`config.mk`:
```
export PLATFORM = sky130hd
export DESIGN_NAME = chk_cmp_stage
export DESIGN_NICKNAME = d
export VERILOG_FILES = /design/src/rtl/lenet_chk_pkg.sv /design/src/rtl/chk_cmp_stage.sv
export SDC_FILE = /design/constraint.sdc
export NUM_CORES = 1
export LEC_CHECK = 0
export CAP_MARGIN = 20
export CORE_MARGIN = 1
export CORE_UTILIZATION = 45
export CTS_CLUSTER_DIAMETER = 100
export CTS_CLUSTER_SIZE = 12
export DETAILED_ROUTE_END_ITERATION = 8
export PLACE_DENSITY = 0.84
export SETUP_SLACK_MARGIN = 0.2
export SLEW_MARGIN = 20
export SYNTH_ARGS = -nofsm -noshare
export SYNTH_HDL_FRONTEND = slang
export SYNTH_SLANG_ARGS = --single-unit
```
`constraint.sdc`:
```
create_clock -name clk -period 2.83 [get_ports clk]
set_input_delay 0.566 -clock clk [delete_from_list [all_inputs] [get_ports clk]]
set_output_delay 0.566 -clock clk [all_outputs]
set_load 0.05 [all_outputs]
```
`src/rtl/lenet_chk_pkg.sv`:
```
// Shared types and defaults for the LeNet on-chip result checker.
// Default region ends cover the image, conv1-3 and fc1-2 activations.
package lenet_chk_pkg;

    typedef enum logic [2:0] {
        IDLE,
        RUN,
        SCAN,
        DRAIN,
        DONE
    } chk_state_t;

    localparam int DEFAULT_TIMEOUT     = 26000;
    localparam int DEFAULT_NUM_REGIONS = 6;
    localparam int DEFAULT_ADDR_W      = 16;

    // Slice 0 (lowest bits) is the end of the image region.
    localparam logic [DEFAULT_NUM_REGIONS*DEFAULT_ADDR_W-1:0] DEFAULT_REGION_END =
        {16'd753, 16'd743, 16'd722, 16'd692, 16'd592, 16'd256};

endpackage

```
`src/rtl/chk_cmp_stage.sv`:
```
// One-stage address/region delay aligned with SRAM read data, the word
// comparator, saturating per-region error counters and first-error capture.
module chk_cmp_stage
    import lenet_chk_pkg::*;
#(
    parameter int DATA_W      = 32,
    parameter int ADDR_W      = 16,
    parameter int NUM_REGIONS = 6,
    parameter int CNT_W       = 16
) (
    input  logic                          clk,
    input  logic                          rst_n,
    input  logic                          clear,
    input  logic                          rd_en,
    input  logic [ADDR_W-1:0]             addr,
    input  logic [NUM_REGIONS*ADDR_W-1:0] region_end,
    input  logic [DATA_W-1:0]             act_rdata,
    input  logic [DATA_W-1:0]             gold_rdata,
    output logic [NUM_REGIONS*CNT_W-1:0]  err_count,
    output logic                          first_err_valid,
    output logic [ADDR_W-1:0]             first_err_addr
);

    localparam int RIDX_W = (NUM_REGIONS > 1) ? $clog2(NUM_REGIONS) : 1;

    logic [RIDX_W-1:0] ridx;
    logic [RIDX_W-1:0] ridx_d;
    logic              found;
    logic              valid_d;
    logic [ADDR_W-1:0] addr_d;
    logic              mismatch;
    logic [CNT_W-1:0]  cnt [NUM_REGIONS];

    // First region whose exclusive end lies above the address; empty regions never match.
    always_comb begin
        ridx  = '0;
        found = 1'b0;
        for (int i = 0; i < NUM_REGIONS; i++) begin
            if (!found && (addr < region_end[i*ADDR_W +: ADDR_W])) begin
                ridx  = RIDX_W'(i);
                found = 1'b1;
            end
        end
    end

    assign mismatch = valid_d && (act_rdata != gold_rdata);

    always_ff @(posedge clk or negedge rst_n) begin
        if (!rst_n) begin
            valid_d         <= 1'b0;
            addr_d          <= '0;
            ridx_d          <= '0;
            first_err_valid <= 1'b0;
            first_err_addr  <= '0;
            for (int i = 0; i < NUM_REGIONS; i++) begin
                cnt[i] <= '0;
            end
        end else if (clear) begin
            valid_d         <= 1'b0;
            addr_d          <= '0;
            ridx_d          <= '0;
            first_err_valid <= 1'b0;
            first_err_addr  <= '0;
            for (int i = 0; i < NUM_REGIONS; i++) begin
                cnt[i] <= '0;
            end
        end else begin
            valid_d <= rd_en;
            addr_d  <= addr;
            ridx_d  <= ridx;
            for (int i = 0; i < NUM_REGIONS; i++) begin
                if (mismatch && (ridx_d == RIDX_W'(i)) && (cnt[i] != {CNT_W{1'b1}})) begin
                    cnt[i] <= cnt[i] + 1'b1;
                end
            end
            if (mismatch && !first_err_valid) begin
                first_err_valid <= 1'b1;
                first_err_addr  <= addr_d;
            end
        end
    end

    always_comb begin
        err_count = '0;
        for (int i = 0; i < NUM_REGIONS; i++) begin
            err_count[i*CNT_W +: CNT_W] = cnt[i];
        end
    end

endmodule

```
Yosys cells after proc, flatten, opt, wreduce, memory -nomap -nowiden --
Index checks and enable logic that the tools add are counted.
Cells by class: equality and inequality tests 12, bitwise logic cells 0, multiplexer cells 24, reductions and logical operators 33, $mul 0, add/subtract/negate cells 6, div/mod/pow operators 0, shift operators 0, magnitude comparators 6
Operators by type and width (count):
- $mux W16 | 9
- $add A16 B1 Y16 const B | 6
- $lt A16 B16 Y1 | 6
- $mux W96 | 1
- $ne A16 B16 Y1 const B | 6
- $ne A32 B32 Y1 | 1
- $logic_and A1 B1 Y1 | 19
- $reduce_bool A2 Y1 | 7
- $mux W3 | 4
- $mux W1 | 9
- $eq A3 B2 Y1 const B | 2
- $eq A3 B3 Y1 const B | 2
- $logic_not A1 Y1 | 6
- $eq A3 B1 Y1 const B | 1
- $logic_not A3 Y1 | 1
- $mux W2 | 1
Word-level totals: word-level logic and storage cells 92, memory bits (writable) 0, bits in registers 133, memories 0, bits in latches 0, output and inout port bits 113, bits of input ports 180, memory bits (read-only) 0

Longest topological paths before layout --
Gate-level depths: netlist (run 1).
depth after elaboration 18, mapped depth 9, mapped depth without buffers 9

Least setup slack after synthesis (run 1) --
OpenSTA, ideal clock, no wires.
kind reg-to-reg, start register cnt, in the netlist err_count[64], end register cnt, in the netlist err_count[77], arrival time 2304 ps, path buffers 2, required time 2703 ps, clock period less this slack 2431 ps, cell stages (with the launch flop) 10, setup slack 399 ps, setup time 127 ps, cells stage by stage dfrtp_1 ha_1 and2_1 clkbuf_1 and4_1 nor4_4 and4_1 buf_2 nand2b_1 mux2_1
On the way: longest elaborated chain between the ends 3, elaborated cells between the ends (all ways) 6, those cells by class add/sub (1); eq/ne (1); mux (2); reduce/logical (2)
RTL lines:
- start: declaration | RTL line chk_cmp_stage.sv:32 | logic [CNT_W-1:0] cnt [NUM_REGIONS];
- start signal: indexed assignment | RTL line chk_cmp_stage.sv:73 | cnt[i] <= cnt[i] + 1'b1;
- $add A16 B1 Y16 / $ne A16 B16 Y1 (equally long branches) | RTL line chk_cmp_stage.sv:73, chk_cmp_stage.sv:72
- $mux W16 / $logic_and A1 B1 Y1 (equally long branches) | RTL line chk_cmp_stage.sv:72 | if (mismatch && (ridx_d == RIDX_W'(i)) && (cnt[i] != {CNT_W{1'b1}})) begin
- $mux W96 / $reduce_bool A2 Y1 (equally long branches)
Parallel ways exist; a longest one is shown, timed or not. The select of a mux whose other input is x is not followed. A chain may end at the register's enable or synchronous reset.

Worst setup path after layout (run 1) --
start input port gold_rdata[7], end register cnt, in the netlist err_count[14]
On the way: longest elaborated chain between the ends 5
RTL lines:
- start: declaration | RTL line chk_cmp_stage.sv:18 | input logic [DATA_W-1:0] gold_rdata,
- $ne A32 B32 Y1 | RTL line chk_cmp_stage.sv:46 | assign mismatch = valid_d && (act_rdata != gold_rdata);
- $logic_and A1 B1 Y1 | RTL line chk_cmp_stage.sv:46
- $logic_and A1 B1 Y1 (2 in a row) | RTL line chk_cmp_stage.sv:72
- $reduce_bool A2 Y1 (no source line)
Every way passes these cells.

==> impl_metrics.csv, run 1 <==
group,metric,value,unit
sta,finalHoldViolations,0,
critical_path,reg2reg_from,"err_count[64]$_DFFE_PN0P_",
cts,post_cts_resized,0,
synthesis,yosys_warnings,0,
critical_path,worst_path_largest_cell_delay,440,ps
route,drc,0,
pwr,peakVddDrop,0.0002976,V
place,place_hpwl,20.14,mm
critical_path,slowest_stage,"clkdlybuf4s50_1",
synthesis,syn-cell-area,9094,sq um
synthesis,synth_fp_nets,1321,
synthesis,synth_edf_count,0,
run,cap_violations,0,
floorplan,die_w,144.2,um
global_routing,antenna_found_initial,0,
sta,period_share,89.96,%
route,avgViaCountPerCell,5.235,
floorplan,fp.dieH,144.2,um
critical_path,worstPathCellList,"clkdlybuf4s50_1, xor2_1, nor4_1, nand4_1, or2_1, and4b_1, and3_4, mux2_4",
sta,drv_slew,0,
floorplan,rows,51,
sta,slew_headroom,61.33,%
synthesis,synthFlopType,"dfrtp_1",
sta,clock_skew,7.199,ps
synthesis,synthXorXnorAreaFrac,9.920,%
global_routing,grt_max_degree,82,
global_routing,overflow,0,
cts,path_clk_slew,60,ps
sta,whs,81.92,ps
pwr,combPwrFrac,17.0,%
floorplan,coreArea,19650,sq um
sta,fmax,392.8,MHz
critical_path,crit_buf_inv,1,
cts,cts_inserted_buffers,17,
synthesis,synthTopCellsByCount,"dfrtp_1, nor2_1, inv_1",
critical_path,cp-start-kind,"primary input",
pwr,p_int,0.003959,W
floorplan,dieArea,20780,sq um
synthesis,synth_top_family_by_area,"simple AND/OR/NAND/NOR gates",
pwr,seqPwrFrac,37.0,%
synthesis,synth-compound-area-share,8.476,%
pwr,leakage,5.944,nW
min_path,hold_class,"primary input to asynchronous set/reset pin",
place,dpl-instance-area,12650,sq um
place,gp_congestion,0.9235,
synthesis,synth.area.top_cells,"dfrtp_1, ha_1, xor2_1, nor2_1, xnor2_1",
synthesis,synth_fa_ha_area_share,13.21,%
synthesis,post_synth_num_cell_types,59,
route,routed_wl,25.59,mm
pwr,switching_share,24.66,%
final_layout,fill_cells,1520,
route,dr_total_vias,8628,
synthesis,synth-seq-cells,133,
floorplan,ios,293,
cts,post_cts_buffers,0,
synthesis,async_flop_share,100.0,%
global_routing,first_global_vias,8633,
synthesis,synth_top_area_share,36.60,%
pwr,p_per_area,394.7,nW/um^2
final_layout,nets,1646,
synthesis,syn_avg_cell_area,8.702,sq um
critical_path,ff2ff_path_depth,8,
route,ant_nets,0,
synthesis,synth_cells,1045,
critical_path,crit_fanout,7,
global_routing,grt_pass1_wl,40.35,mm
cts,cts-root-buf,"clkbuf_16",
cts,htree_num_levels,4,
route,drt-initial-drc-count,420,
cts,cts_sinks,133,
critical_path,cp_top_family,"simple AND/OR/NAND/NOR gates",
run_status,outcome,"completed",
synthesis,yosysTopAreaCell,"dfrtp_1",
final_layout,n_antenna_cell,0,
pwr,clockPowerShare,45.9,%
final_layout,drive_above_1_share,8.243,%
critical_path,ff2ff_setup_slack,550,ps
critical_path,setup.worst_path.end_class,"flip-flop",
synthesis,muxShareOfSynthArea,1.624,%
cts,cts.path.max_buffers,2,
critical_path,critPathKind,"primary input to flip-flop",
sta,setup_violations,0,
final_layout,design_area,13310,sq um
global_routing,gr-usage-all-layers,24.87,%
critical_path,r2r_end,"err_count[66]$_DFFE_PN0P_",
place,port_buffers,292,
final_layout,area_delta_synth_final,46.38,%
critical_path,cp_data_required_time,3130,ps
critical_path,cp.arrival,2850,ps
sta,rsz0062_at_grt,"yes",
cts,holdBufCountCts,0,
sta,worst_pin_slew,578.2,ps
cts,cts_tree,"built",
synthesis,synthSimpleGateAreaFrac,24.22,%
synthesis,synth_most_common_cell,"dfrtp_1",
floorplan,initial_core_util,46.27,%
pwr,p_sw,0.001296,W
synthesis,seq_area_frac_synth,36.60,%
sta,min_period,2546,ps
cts,insertion_delay,420,ps
route,wl_per_cell,15.53,um
route,dr.pass1.iters,5,
## layout make-up
cell class / instances / area (sq um) / area share (%)
sequential: 133 / 3328 / 25.00
multi-input combinational: 773 / 5243 / 39.38
timing repair buffer: 345 / 3382 / 25.41
clock buffer: 17 / 425.4 / 3.196
clock inverter: 15 / 226.5 / 1.701
tap: 265 / 331.6 / 2.491
inverter: 100 / 375.4 / 2.820
## cells in the final DEF (no fill, tap or decap), types with 5 or more instances in the layout
| master | netlist | routed |
|---|---|---|
| a211oi_1 | 6 | 6 |
| a21o_1 | 9 | 9 |
| a21oi_1 | 57 | 57 |
| and2_1 | 6 | 6 |
| and3_1 | 17 | 17 |
| and4_1 | 9 | 9 |
| buf_12 | 0 | 5 |
| buf_4 | 1 | 49 |
| bufinv_16 | 0 | 5 |
| clkbuf_16 | 0 | 17 |
| clkdlybuf4s50_1 | 0 | 290 |
| dfrtp_1 | 133 | 133 |
| ha_1 | 96 | 96 |
| inv_1 | 100 | 100 |
| mux2_2 | 9 | 9 |
| nand2_1 | 80 | 80 |
| nand2b_1 | 9 | 9 |
| nand3_1 | 44 | 44 |
| nand4_1 | 38 | 38 |
| nor2_1 | 116 | 116 |
| nor2b_1 | 30 | 30 |
| nor3_1 | 36 | 36 |
| nor3b_1 | 5 | 5 |
| nor4_1 | 24 | 23 |
| o21a_1 | 5 | 5 |
| o21ai_0 | 28 | 27 |
| xnor2_1 | 48 | 48 |
| xor2_1 | 55 | 55 |
## worst max-delay path by stage
stage	startpoint	endpoint	cells past startpoint
after global routing	gold_rdata[28]	err_count[5]$_DFFE_PN0P_	10
after floorplan	err_count[64]$_DFFE_PN0P_	err_count[77]$_DFFE_PN0P_	9
final	gold_rdata[7]	err_count[14]$_DFFE_PN0P_	8
after detailed placement	gold_rdata[7]	err_count[14]$_DFFE_PN0P_	8
after global placement	gold_rdata[27]	err_count[14]$_DFFE_PN0P_	8
after CTS	gold_rdata[7]	first_err_addr[3]$_DFFE_PN0P_	11
## cell families (layout without fill, tap and decap cells)
group / Yosys count / after routing
buffers and inverters: 139 / 477
muxes: 13 / 13
adders and majority gates: 96 / 96
xor gates and xnor gates: 103 / 103
and+or+nand+nor: 433 / 433
DFF: 133 / 133
AOI/OAI and AO/OA: 128 / 128
## state kept, by name (all words and copies together) (netlist names)
name,flops
err_count,96
addr_d,16
first_err_addr,16
ridx_d,3
first_err_valid,1
valid_d,1
## metrics by stage
stage | total power (W) | cells | worst slack (ps) | util, % | TNS (ps)
2_1_floorplan | 0.002362 | 1045 | 398.6 | - | 0
3_3_place_gp | 0.002844 | 1616 | -144.5 | 64.35 | -2347
3_5_place_dp | 0.002875 | 1616 | -172.1 | 64.35 | -3969
4_1_cts | 0.005297 | 1648 | 260.8 | 67.67 | 0
5_1_grt | 0.005483 | 1648 | 180.1 | 67.73 | 0
6_report | 0.005254 | 1648 | 284.2 | 67.73 | 0
## power groups by stage
stage	sequential [W]	combinational, W	clock [W]
2_1_floorplan	0.00201	0.000351	0
3_3_place_gp	0.00198	0.000865	0
3_5_place_dp	0.00198	0.000895	0
4_1_cts	0.00195	0.000899	0.00245
5_1_grt	0.00195	0.000999	0.00254
6_report	0.00195	0.000895	0.00241
## layer usage
metal	global-route usage [%]	up-vias	routed length [um]
li1	-	4241	-
met2	46.55	326	13110
met3	5.927	45	1812
met1	26.55	4016	9933
met4	10.42	0	731
met5	0	-	0
No activity file was read; power rests on OpenSTA's default activity.
==> run 2, diff against run 1 <==
--- a/config.mk
+++ b/config.mk
@@ -6,7 +6,6 @@
 export NUM_CORES = 1
 export LEC_CHECK = 0
 export CAP_MARGIN = 20
-export CORE_MARGIN = 1
 export CORE_UTILIZATION = 45
 export CTS_CLUSTER_DIAMETER = 100
 export CTS_CLUSTER_SIZE = 12
==> constraint.sdc (replaced) <==
create_clock -name clk -period 2.83 [get_ports clk]
set_input_delay 0.7075 -clock clk [delete_from_list [all_inputs] [get_ports clk]]
set_output_delay 0.7075 -clock clk [all_outputs]
set_load 0.05 [all_outputs]
==> run 2 against run 1 <==
  * Die area did not move
  * Sequential cell count did not move
  * Setup slack got worse by 20 ps
  * Final area rose by 1.6%
  * Utilization rose by 1.1 points
  * Sequential share of layout area fell by 0.39 points
  * First-iteration DRC count rose by 1.9%
  * Hold slack improved by 120 ps
  * Count of clock-buffer cells in the layout rose by 3
  * Critical path depth did not move
  * Sequential power barely moved
  * Global-route usage fell by 0.19 points
==> impl_metrics.csv, run 2 (same netlist as run 1, synthesis figures left out) <==
group,metric,value,unit
sta,slew_headroom,60.80,%
route,avgViaCountPerCell,5.299,
pwr,peakVddDrop,0.0002790,V
critical_path,worstPathCellList,"clkdlybuf4s50_1, xor2_1, nor4_1, nand4_1, or2_4, and4b_2, and3_4, mux2_4",
floorplan,coreArea,19650,sq um
route,ant_nets,0,
sta,drv_slew,0,
global_routing,grt_pass1_wl,39.99,mm
route,drc,0,
cts,cts_inserted_buffers,17,
critical_path,ff2ff_setup_slack,540,ps
critical_path,cp_top_family,"simple AND/OR/NAND/NOR gates",
route,wl_per_cell,15.85,um
critical_path,cp_data_required_time,3130,ps
floorplan,rows,51,
run,cap_violations,0,
critical_path,reg2reg_from,"err_count[64]$_DFFE_PN0P_",
pwr,p_per_area,392.3,nW/um^2
place,dpl.cell_count,1622,
sta,fmax,389.8,MHz
sta,worst_pin_slew,586.2,ps
cts,cts.path.max_buffers,2,
critical_path,worst_path_largest_cell_delay,430,ps
cts,cts-root-buf,"clkbuf_16",
final_layout,nets,1655,
sta,min_period,2565,ps
route,dr_total_vias,8781,
final_layout,mostFrequentLayoutCells,"clkdlybuf4s50_1, dfrtp_1, nor2_1, inv_1, ha_1",
floorplan,ios,293,
pwr,leakage,6.128,nW
pwr,finalPower,0.005306,W
cts,cts_sinks,133,
critical_path,setup.worst_path.end_class,"flip-flop",
critical_path,crit_buf_inv,1,
final_layout,n_antenna_cell,0,
floorplan,fp.dieH,144.2,um
final_layout,final_common_cell,"clkdlybuf4s50_1",
sta,setup_violations,0,
critical_path,cp.arrival,2870,ps
critical_path,cp-start-kind,"primary input",
run_status,outcome,"completed",
route,drt-initial-drc-count,428,
place,port_buffers,292,
global_routing,grt_max_degree,58,
final_layout,area_delta_synth_final,48.72,%
sta,clock_skew,7.909,ps
critical_path,critPathKind,"primary input to flip-flop",
global_routing,antenna_found_initial,0,
floorplan,dieArea,20780,sq um
floorplan,initial_core_util,46.27,%
sta,finalHoldViolations,0,
final_layout,largest_register_ff_count,96,
final_layout,drive_above_1_share,9.986,%
place,gp_congestion,0.9991,
place,place_hpwl,20.36,mm
place,pre_cts_slack,-332.5,ps
critical_path,ff2ff_path_depth,8,
final_layout,fin_cells,1657,
min_path,hold_class,"primary input to asynchronous set/reset pin",
route,dr.pass1.iters,4,
global_routing,gr-usage-all-layers,24.68,%
final_layout,finish.utilization,68.81,%
sta,rsz0062_at_grt,"yes",
sta,timing.final.ws_setup,264.5,ps
critical_path,slowest_stage,"clkdlybuf4s50_1",
cts,cts_tree,"built",
cts,path_clk_slew,60,ps
critical_path,r2r_end,"err_count[79]$_DFFE_PN0P_",
cts,htree_num_levels,4,
global_routing,first_global_vias,8254,
sta,period_share,90.65,%
sta,whs,197.3,ps
cts,insertion_delay,420,ps
global_routing,overflow,0,
cts,holdBufCountCts,0,
critical_path,crit_fanout,7,
floorplan,die_w,144.2,um
route,routed_wl,26.26,mm
==> run 2: changes by cell type in the layout (fill, tap and decap cells not counted), sizes merged <==
cell,change
clkbuf,+4
clkdlybuf4s50,-12
dlymetal6s2s,+11
dlygate4sd2,+1
buf,+8
clkinvlp,-2
inv,-1
==> run 2: routing by layer <==
| metal | global-route usage [%] | share of wire (%) |
|---|---|---|
| met2 | 44.57 | 51 |
| met3 | 5.364 | 7.6 |
| met4 | 10.53 | 3.1 |
| met1 | 27.96 | 38 |
| met5 | 0 | 0 |
==> run 2: layout make-up <==
cell class,instances,area (sq um)
Fill cell,1493,6130
Timing Repair Buffer,354,3486
Sequential cell,133,3328
Multi-Input combinational cell,773,5338
Clock inverter,12,198.9
Tap cell,265,331.6
Clock buffer,20,466.7
Inverter,100,375.4
==> run 2: stage by stage <==
step,instance area (sq um),TNS [ps]
final,13520,0
after global routing,13520,0
after CTS,13360,0
after detailed placement,12680,-17640
after global placement,12680,-11500
after floorplan,9094,0
==> run 2: timing repair <==
item,in CTS,in global routing
setup endpoints to repair,29,83
gates resized for setup,7,30
setup buffers,0,1
pin swaps,6,14
cloned,0,2
==> run 2: how the worst max path moves through the flow <==
| stage | start | endpoint | slack (ps) | cells after the start |
|---|---|---|---|---|
| 3_3_place_gp | gold_rdata[27] | err_count[14]$_DFFE_PN0P_ | -280 | 8 |
| 5_1_grt | addr[5] | ridx_d[0]$_DFF_PN0_ | 140 | 10 |
| 3_5_place_dp | gold_rdata[27] | err_count[14]$_DFFE_PN0P_ | -330 | 8 |
| 6_report | gold_rdata[24] | err_count[14]$_DFFE_PN0P_ | 260 | 8 |
| 2_1_floorplan | gold_rdata[17] | err_count[69]$_DFFE_PN0P_ | 320 | 9 |
| 4_1_cts | gold_rdata[31] | err_count[6]$_DFFE_PN0P_ | 220 | 8 |
==> run 2: report_power, final <==
part,internal [W],total (W),leakage (nW),switching [W]
clock network,0.00163,0.00244,0.326,0.000807
registers,0.00193,0.00195,1.84,0.0000198
logic,0.000474,0.000918,3.97,0.000444
==> run 2: worst reg2reg max path: cells and delay by family (launching register included) <==
family / cells / cell delay (ps)
and+or+nand+nor: 4 / 1080
DFF: 1 / 420
AOI/OAI and AO/OA: 2 / 280
adders and majority gates: 1 / 260
buffers and inverters: 1 / 150
==> run 3, diff against run 2 <==
--- a/config.mk
+++ b/config.mk
@@ -12,7 +12,6 @@
 export DETAILED_ROUTE_END_ITERATION = 8
 export PLACE_DENSITY = 0.84
 export SETUP_SLACK_MARGIN = 0.2
-export SLEW_MARGIN = 20
 export SYNTH_ARGS = -nofsm -noshare
 export SYNTH_HDL_FRONTEND = slang
 export SYNTH_SLANG_ARGS = --single-unit
==> results of run 3 <==
No change in the layout: final DEF, timing and power equal those of run 2.
==> edit: new RTL, config.mk and constraints of run 1 <==
Make the reset (`rst_n`) synchronous in one clocked block.
--- a/src/rtl/chk_cmp_stage.sv
+++ b/src/rtl/chk_cmp_stage.sv
@@ -47,3 +47,3 @@
 
-    always_ff @(posedge clk or negedge rst_n) begin
+    always_ff @(posedge clk) begin
         if (!rst_n) begin
Formal check against the unedited RTL: differs if rst_n is asserted again (counterexample within 4 cycles, from zero or initial values and one cycle with rst_n low); with rst_n held inactive, the same outputs for 10 cycles.
==> edit against run 1 <==
  * Count of clock-buffer cells in the layout is 1 higher
  * Power is 4.2% higher
  * Final area fell by 1.4%
  * Sequential share of layout area is 2.6 points higher
  * Routed wire length decreased by 4.9%
  * Setup slack gained 0.023 ns
  * Die area fell by 3.0%
  * Sequential cell count did not move
  * Area after synthesis is 3.1% lower
  * Critical endpoint is now ridx_d[2]
==> edit: results (changes against run 1) <==
* Status: completed
* Largest net degree at the start of global routing at 34 (-59%)
* P_sw at 1530 µW (+18%)
* CP delay by family, top: compound AO/OA/AOI/OAI gates
* Commonest cells in the netlist: nor2_1, inv_1, edfxtp_1, ha_1, xor2_1
* Sequential element share of the synthesized area at 41.1% (+4.5 points)
* Ys flop type: edfxtp_1
* P_leak at 0.00533 µW (-10%)
* DR vias at 7961 (-7.7%)
* Fin cells at 1565 (-5.0%)
* EDFF count, synth at 96 (+96)
* Peak supply drop at 260 µV (-13%)
* Inst Count DP at 1532 (-5.2%)
* Share of cells above drive strength 1 at 8.12% (-0.12 points)
* Global-route wire length before repair at 38.6 mm (-4.4%)
* First drt pass iteration count at 4 (-1)
* CP peak stage delay at 0.46 ns (+0.02 ns)
* # fillers at 1393 (-8.4%)
* DP HPWL at 19.7 mm (-2.3%)
* Clk_skew at 0.00723 ns (+0.0000281 ns)
* Crit Path Max Fanout at 2 (-5)
* Hold crit path type: reg -> reg
* Final WL at 24.3 mm (-4.9%)
* Distinct cell type count of the synthesized netlist at 51 (-14%)
* Synth Instances at 945 (-9.6%)
* Max_slew headroom at 59.2% (-2.1 points)
* Post-synth ARST share at 0% (-100 points)
* Synth top area cells: edfxtp_1, ha_1, dfxtp_1, xor2_1, nor2_1
* GP Congestion at 0.949 (+2.8%)
* Dpl cell area at 12500 µm² (-0.88%)
edit: cell count changes after synthesis, sizes merged, moves of 18 or more:
| cell | change |
|---|---|
| dfrtp | -133 |
| edfxtp | +96 |
| dfxtp | +37 |
| nor3 | -29 |
| nor2b | -27 |
| nand2 | -24 |
| nand4 | -20 |
| xor2 | +18 |
edit: timing repair:
action / in CTS / in global routing
buffers inserted: 0 / 1
gates cloned: 0 / 0
pin swaps: 1 / 1
endpoints found under the setup margin: 1 / 49
gates resized for setup: 3 / 5
edit: logic make-up after synthesis:
family,share of synthesized area [%]
DFF,41.1
adders and majority gates,13.6
xor gates and xnor gates,11.2
buffers and inverters,5.82
and+or+nand+nor,19.7
AOI/OAI and AO/OA,8.53
edit: layout make-up:
| cell class | count | area, µm² | share of cell area, % |
|---|---|---|---|
| Multi-Input combinational cell | 682 | 4750 | 36.2 |
| Sequential cell | 133 | 3620 | 27.6 |
| Timing Repair Buffer | 348 | 3460 | 26.3 |
| Tap cell | 260 | 325 | 2.48 |
| Inverter | 110 | 413 | 3.14 |
| Clock buffer | 18 | 429 | 3.27 |
| Clock inverter | 14 | 130 | 0.991 |
edit: worst paths after layout:
| check | start | to | slack [ns] |
|---|---|---|---|
| setup / recovery | region_end[84] | ridx_d[2] | 0.31 |
| hold / removal | addr_d[9] | first_err_addr[9] | 0.46 |
| setup reg to reg | cnt[4][0] | cnt[4][10] | 0.41 |
| hold reg to reg | addr_d[9] | first_err_addr[9] | 0.46 |
edit: routing by layer:
layer  track usage, %  vias to the layer above  wire length [µm]
li1                 -                     3961                 -
met1             29.5                     3675             10200
met2             44.0                      285             12200
met3             4.27                       40              1330
met4             8.89                        0               577
met5                0                        -                 0
edit: worst min-delay path, cell delays in order (launching register included):
cell	delay (ns)
dfxtp_1	0.29
nand3b_1	0.07
a21oi_1	0.05
edit: power groups by stage:
stage | logic [µW] | clock network [µW] | registers (µW)
after floorplan | 360 | 0 | 2480
after CTS | 1170 | 2090 | 2240
after global placement | 1140 | 0 | 2280
after global routing | 1270 | 2170 | 2250
after detailed placement | 1160 | 0 | 2280
final | 1180 | 2060 | 2240
edit: through the flow:
| stage | setup WS [ns] | utilization (%) |
|---|---|---|
| 3_5_place_dp | -0.347 | 66.1 |
| 3_3_place_gp | -0.163 | 66.1 |
| 5_1_grt | 0.173 | 69.3 |
| 6_report | 0.307 | 69.3 |
| 2_1_floorplan | 0.131 | - |
| 4_1_cts | 0.228 | 69.1 |
